**src/rtl/ysyx_23060203_pkg.sv**
```systemverilog
// Shared EXU constants and types: datapath width, ROB sizing defaults, channel indices.
package ysyx_23060203_pkg;

   localparam int unsigned XLEN       = 32;
   localparam int unsigned ROB_DEPTH  = 4;
   localparam int unsigned ROB_NUM_FU = 3;

   typedef enum logic [1:0] {
      FU_LSU = 2'd0,
      FU_MUL = 2'd1,
      FU_DIV = 2'd2
   } fu_e;

endpackage

```
**src/rtl/ysyx_23060203_exu_rob.sv**
```systemverilog
// EXU reorder buffer: dispatches issued ops to LSU/MUL/DIV channels, collects
// out-of-order results by tag and commits them to the WBU in allocation order.
module ysyx_23060203_exu_rob #(
   parameter int unsigned NUM_FU = ysyx_23060203_pkg::ROB_NUM_FU,
   parameter int unsigned DEPTH  = ysyx_23060203_pkg::ROB_DEPTH,
   parameter int unsigned XLEN   = ysyx_23060203_pkg::XLEN,
   parameter int unsigned TAGW   = $clog2(DEPTH)
) (
   input  logic                       clock,
   input  logic                       reset,
   input  logic                       flush,
   input  logic                       in_valid,
   output logic                       in_ready,
   input  logic [$clog2(NUM_FU)-1:0]  in_fu,
   input  logic [4:0]                 in_rd,
   input  logic [31:0]                in_pc,
   output logic [NUM_FU-1:0]          fu_req_valid,
   input  logic [NUM_FU-1:0]          fu_req_ready,
   output logic [TAGW-1:0]            fu_req_tag,
   output logic                       fu_flush,
   input  logic [NUM_FU-1:0]          fu_resp_valid,
   input  logic [NUM_FU*TAGW-1:0]     fu_resp_tag,
   input  logic [NUM_FU*XLEN-1:0]     fu_resp_data,
   output logic                       out_valid,
   input  logic                       out_ready,
   output logic [4:0]                 out_rd,
   output logic [XLEN-1:0]            out_data,
   output logic [31:0]                out_pc,
   output logic [31:0]                rd_busy
);

   import ysyx_23060203_pkg::*;

   localparam int unsigned FUW  = $clog2(NUM_FU);
   localparam int unsigned CNTW = $clog2(DEPTH + 1);

   logic [DEPTH-1:0] valid_q, valid_d;
   logic [DEPTH-1:0] done_q, done_d;
   logic [4:0]       rd_q   [DEPTH];
   logic [31:0]      pc_q   [DEPTH];
   logic [XLEN-1:0]  data_q [DEPTH];

   logic [TAGW-1:0]  head_q, head_d;
   logic [TAGW-1:0]  tail_q, tail_d;
   logic [CNTW-1:0]  count_q, count_d;

   logic             full;
   logic             sel_ready;
   logic             enq;
   logic             deq;
   logic [DEPTH-1:0] resp_hit;
   logic [XLEN-1:0]  resp_data [DEPTH];
   logic [TAGW-1:0]  resp_tag;

   assign full = (count_q == CNTW'(DEPTH));

   // Channel select; an out-of-range in_fu simply never dispatches.
   always_comb begin
      sel_ready    = 1'b0;
      fu_req_valid = '0;
      for (int i = 0; i < NUM_FU; i++) begin
         if (in_fu == FUW'(i)) begin
            sel_ready       = fu_req_ready[i];
            fu_req_valid[i] = in_valid & ~flush & ~full;
         end
      end
   end

   assign in_ready   = ~flush & ~full & sel_ready;
   assign enq        = in_valid & in_ready;
   assign fu_req_tag = tail_q;
   assign fu_flush   = flush;

   assign out_valid = ~flush & valid_q[head_q] & done_q[head_q];
   assign deq       = out_valid & out_ready;
   assign out_rd    = rd_q[head_q];
   assign out_data  = data_q[head_q];
   assign out_pc    = pc_q[head_q];

   // Highest channel first so the lowest channel index wins a duplicate tag.
   always_comb begin
      resp_hit = '0;
      resp_tag = '0;
      for (int e = 0; e < DEPTH; e++) begin
         resp_data[e] = '0;
      end
      for (int i = NUM_FU - 1; i >= 0; i--) begin
         resp_tag = fu_resp_tag[i*TAGW +: TAGW];
         if (fu_resp_valid[i] && valid_q[resp_tag]) begin
            resp_hit[resp_tag]  = 1'b1;
            resp_data[resp_tag] = fu_resp_data[i*XLEN +: XLEN];
         end
      end
   end

   always_comb begin
      valid_d = valid_q;
      done_d  = done_q | resp_hit;
      head_d  = head_q;
      tail_d  = tail_q;
      count_d = count_q;
      if (deq) begin
         valid_d[head_q] = 1'b0;
         done_d[head_q]  = 1'b0;
         head_d          = head_q + TAGW'(1);
      end
      if (enq) begin
         valid_d[tail_q] = 1'b1;
         done_d[tail_q]  = 1'b0;
         tail_d          = tail_q + TAGW'(1);
      end
      unique case ({enq, deq})
         2'b10:   count_d = count_q + CNTW'(1);
         2'b01:   count_d = count_q - CNTW'(1);
         default: count_d = count_q;
      endcase
      if (flush) begin
         valid_d = '0;
         done_d  = '0;
         head_d  = '0;
         tail_d  = '0;
         count_d = '0;
      end
   end

   always_ff @(posedge clock) begin
      if (reset) begin
         valid_q <= '0;
         done_q  <= '0;
         head_q  <= '0;
         tail_q  <= '0;
         count_q <= '0;
      end else begin
         valid_q <= valid_d;
         done_q  <= done_d;
         head_q  <= head_d;
         tail_q  <= tail_d;
         count_q <= count_d;
      end
   end

   // Payload storage is qualified by valid/done, so it carries no reset.
   always_ff @(posedge clock) begin
      for (int e = 0; e < DEPTH; e++) begin
         if (enq && (tail_q == TAGW'(e))) begin
            rd_q[e] <= in_rd;
            pc_q[e] <= in_pc;
         end
         if (resp_hit[e]) begin
            data_q[e] <= resp_data[e];
         end
      end
   end

   always_comb begin
      rd_busy = '0;
      for (int e = 0; e < DEPTH; e++) begin
         if (valid_q[e]) begin
            rd_busy[rd_q[e]] = 1'b1;
         end
      end
      rd_busy[0] = 1'b0;
   end

endmodule

```
**config.mk**
```make
export PLATFORM = sky130hd
export DESIGN_NAME = ysyx_23060203_exu_rob
export DESIGN_NICKNAME = d
export VERILOG_FILES = /design/src/rtl/ysyx_23060203_pkg.sv /design/src/rtl/ysyx_23060203_exu_rob.sv
export SDC_FILE = /design/constraint.sdc
export NUM_CORES = 1
export LEC_CHECK = 0
export ABC_CLOCK_PERIOD_IN_PS = 2400
export CAP_MARGIN = 20
export CORE_UTILIZATION = 48
export CTS_BUF_LIST = sky130_fd_sc_hd__clkbuf_16
export CTS_CLUSTER_DIAMETER = 100
export DETAILED_ROUTE_END_ITERATION = 8
export PLACE_DENSITY = 0.87
export SETUP_SLACK_MARGIN = 0.3
export SKIP_LAST_GASP = 1
export SLEW_MARGIN = 20
export SYNTH_ARGS = -nofsm -noshare
export SYNTH_HDL_FRONTEND = slang
export SYNTH_SLANG_ARGS = --single-unit
```
**constraint.sdc**
```tcl
create_clock -name clock -period 2.4 [get_ports clock]
set_clock_uncertainty 0.1 [all_clocks]
set_input_delay 0.48 -clock clock [delete_from_list [all_inputs] [get_ports clock]]
set_output_delay 0.48 -clock clock [all_outputs]
set_load 0.05 [all_outputs]
```
==> results of run 1 <==
[cells in the mapped netlist, types with 5 or more instances]
library cell and count:
nand4_1 5, edfxtp_1 276, mux4_2 71, nor3b_1 9, ha_1 9, nand3b_1 9
nand3_1 11, and3b_1 9, o21ai_0 5, a221o_1 10, nand4b_1 6, inv_1 13
and2_1 7, buf_2 28, o221ai_1 19, a22oi_1 139, or3b_2 5, a21oi_1 108
o2bb2ai_1 5, nor2_1 122, o22ai_1 9, dfxtp_1 17, clkbuf_1 57, o21ai_1 33
and3_1 11, nand2_1 52
[path summary, 6_finish.rpt]
check / endpoint
setup / recovery: rd_busy[24]
hold / removal: count_q[2]$_SDFFE_PP0P_
setup reg to reg: count_q[2]$_SDFFE_PP0P_
hold reg to reg: count_q[2]$_SDFFE_PP0P_
[power groups by stage]
| stage | logic [mW] | clock network (mW) | registers [mW] |
|---|---|---|---|
| final | 0.683 | 4.07 | 5.59 |
| after CTS | 0.650 | 4.09 | 5.59 |
| after detailed placement | 0.630 | 0 | 5.70 |
| after global routing | 0.708 | 4.28 | 5.59 |
| after floorplan | 0.172 | 0 | 5.70 |
| after global placement | 0.612 | 0 | 5.69 |
[cell type report]
class / instances / area, um2 / area share, %
diodes: 3 / 7.51 / 0.0357
clock buffers: 28 / 701 / 3.33
clock inverters: 24 / 140 / 0.667
inverters: 14 / 52.6 / 0.250
multi-input cells: 699 / 6090 / 29.0
flip-flops and latches: 293 / 8650 / 41.2
well taps: 390 / 488 / 2.32
repair buffers: 416 / 4890 / 23.3
[worst reg2reg max path: cells and delay by family, from the launching register on]
kind,cells,cell delay [ns]
flip-flops,1,0.33
AO/OA/AOI/OAI,1,0.12
AND/OR/NAND/NOR,2,0.42
multiplexers,1,0.55
XOR/XNOR,1,0.15
adder cells (fa/ha/maj),2,0.52
buffers and inverters,2,0.10
[per-stage QoR]
step                      cells  util (%)  TNS (ns)  hold slack (ns)
after detailed placement   1739      62.8     -1.04            0.383
after global placement     1739      62.8    -0.710            0.384
after CTS                  1836      68.5    -18.18            0.387
after global routing       1866      70.9    -23.47            0.411
after floorplan            1097         -    -0.165            0.358
final                      1867      70.9    -18.50            0.388
[logic make-up after synthesis]
group                    after synthesis  synth area share (%)
AO/OA/AOI/OAI                        334                  15.1
flip-flops                           293                  59.6
AND/OR/NAND/NOR                      280                  10.0
buffers and inverters                105                  3.04
multiplexers                          72                  11.1
adder cells (fa/ha/maj)               10                 0.916
XOR/XNOR                               2                 0.121
other                                  1                0.0259
[metal layers]
metal	vias to the layer above	share of wire [%]	track usage, %
li1	5123	-	-
met1	5796	35	35.6
met2	964	50	48.5
met3	228	10	4.94
met4	4	5.3	13.3
met5	-	0.066	0
[registers in the layout, indices dropped and copies added (netlist names), named ones only]
signal,flops
rd_q,20
count_q,3
done_q,4
valid_q,4
data_q,128
fu_req_tag,2
pc_q,128
head_q,2
[timing repair]
item | CTS | global route
pin swaps | 17 | 13
setup endpoints to repair | 109 | 107
cloned | 4 | 3
resized for setup | 112 | 97
buffers inserted | 41 | 25
==> results.tsv, run 1 <==
metric	value	unit
cts_buffers	28	
synth_area_per_cell	13.2	um2
critPathCaptureType	primary output	
ff2ff_setup_slack	0.04	ns
dr.pass1.iters	7	
via_count	12100	
crit_path_cell_trace	buf_6, nand3b_1, buf_4, o221ai_4, buf_12	
grt_pass1_vias	11800	
grt_util_all_layers	28.5	%
worst_skew_pair.late_latency	0.54	ns
drc	0	
min_period	2.71	ns
hold_path_depth	2	
synth_seq_area_share	59.6	%
p_leak	7.07	nW
p_total	10.3	mW
ys.warnings.count	0	
hold_path.class	reg -> reg	
postRouteAntennaNets	0	
fmax	369	MHz
power_density	492	nW/um2
setup_viol	101	
cts.clk_slew.worst_paths	0.06	ns
synth_area_leader_cell	edfxtp_1	
ys_ff_latch	293	
layout_setup_ws	-0.310	ns
drt_iter0_markers	1667	
cp.arrival	2.13	ns
rsz0062_at_grt	true	
outcome	finished with violations	
die_area	30900	um2
portBuffers	259	
gp_congestion	0.942	
critical_path_class	reg -> out	
regToRegStartpoint	head_q[0]$_SDFFE_PP0N_	
final_hold_viol_count	0	
swShare	21.3	%
mostFrequentLayoutCells	edfxtp_1, clkdlybuf4s50_1, a22oi_1	
mostFrequentLayoutCell	edfxtp_1	
fin_nets	1614	
pwr-share-seq	54.0	%
dp_slack	-0.448	ns
async_flop_share	0	%
maxCapViolations	0	
placed_area	18600	um2
crit_family	buffers and inverters	
critPathSlowestCell	edfxtp_1	
worst_pin_slew	0.519	ns
holdBufCountCts	0	
core_area	29600	um2
power.share.clock	39.4	%
fillers	1841	
synth.area.top_cells	edfxtp_1, mux4_2, a22oi_1, a21oi_1, nor2_1	
fp.dieW	176	um
cts_max_level	1	
vias_per_cell	6.49	
antenna_found_initial	4	
post-route-period-util	113	%
synth_cell_types	56	
stdcell_area	21000	um2
cts_tree	done	
ioPinCount	261	
rows	63	
synth_edf_count	276	
drive_gt1_share	33.8	%
vdd_drop_max	0.374	mV
combPwrFrac	6.6	%
syn_to_final_growth	45.2	%
clock_sinks	293	
grt.overflow.total	0	
hpwl	28.7	mm
die_height	176	um
violations	setup timing	
max_slew_margin	65.6	%
p_int	8.14	mW
crit_path_start	rd_q[3][2]$_DFFE_PP_	
wl_per_cell	25.3	um
power_switching	2.20	mW
max_stage_delay	0.53	ns
cp.required	1.82	ns
syn_nets	1259	
rr_worst_depth	9	
cp_max_fo	5	
synth_top_flop_cell	edfxtp_1	
cts-root-buf	clkbuf_16	
routed_wl	47.3	mm
start_util	48.8	%
worst_hold_startpoint	count_q[2]$_SDFFE_PP0P_	
slew_viol_final	0	
critPathBufInv	3	
synth_top_area_share	57.3	%
grt_pass1_wl	67.0	mm
startpoint_type	flop	
syn_area	14500	um2
cts_buffer_depth	3	
path_depth	5	
grt_start_max_net_pins	43	
netlist_instances	1097	
Note: power is estimated with default switching activity, not from simulation.
==> run 2: changes to the inputs <==
Settings changed: CAP_MARGIN 20 to 0.
==> results of run 2 <==
The final DEF is identical to that of run 1; final timing and power are the same.
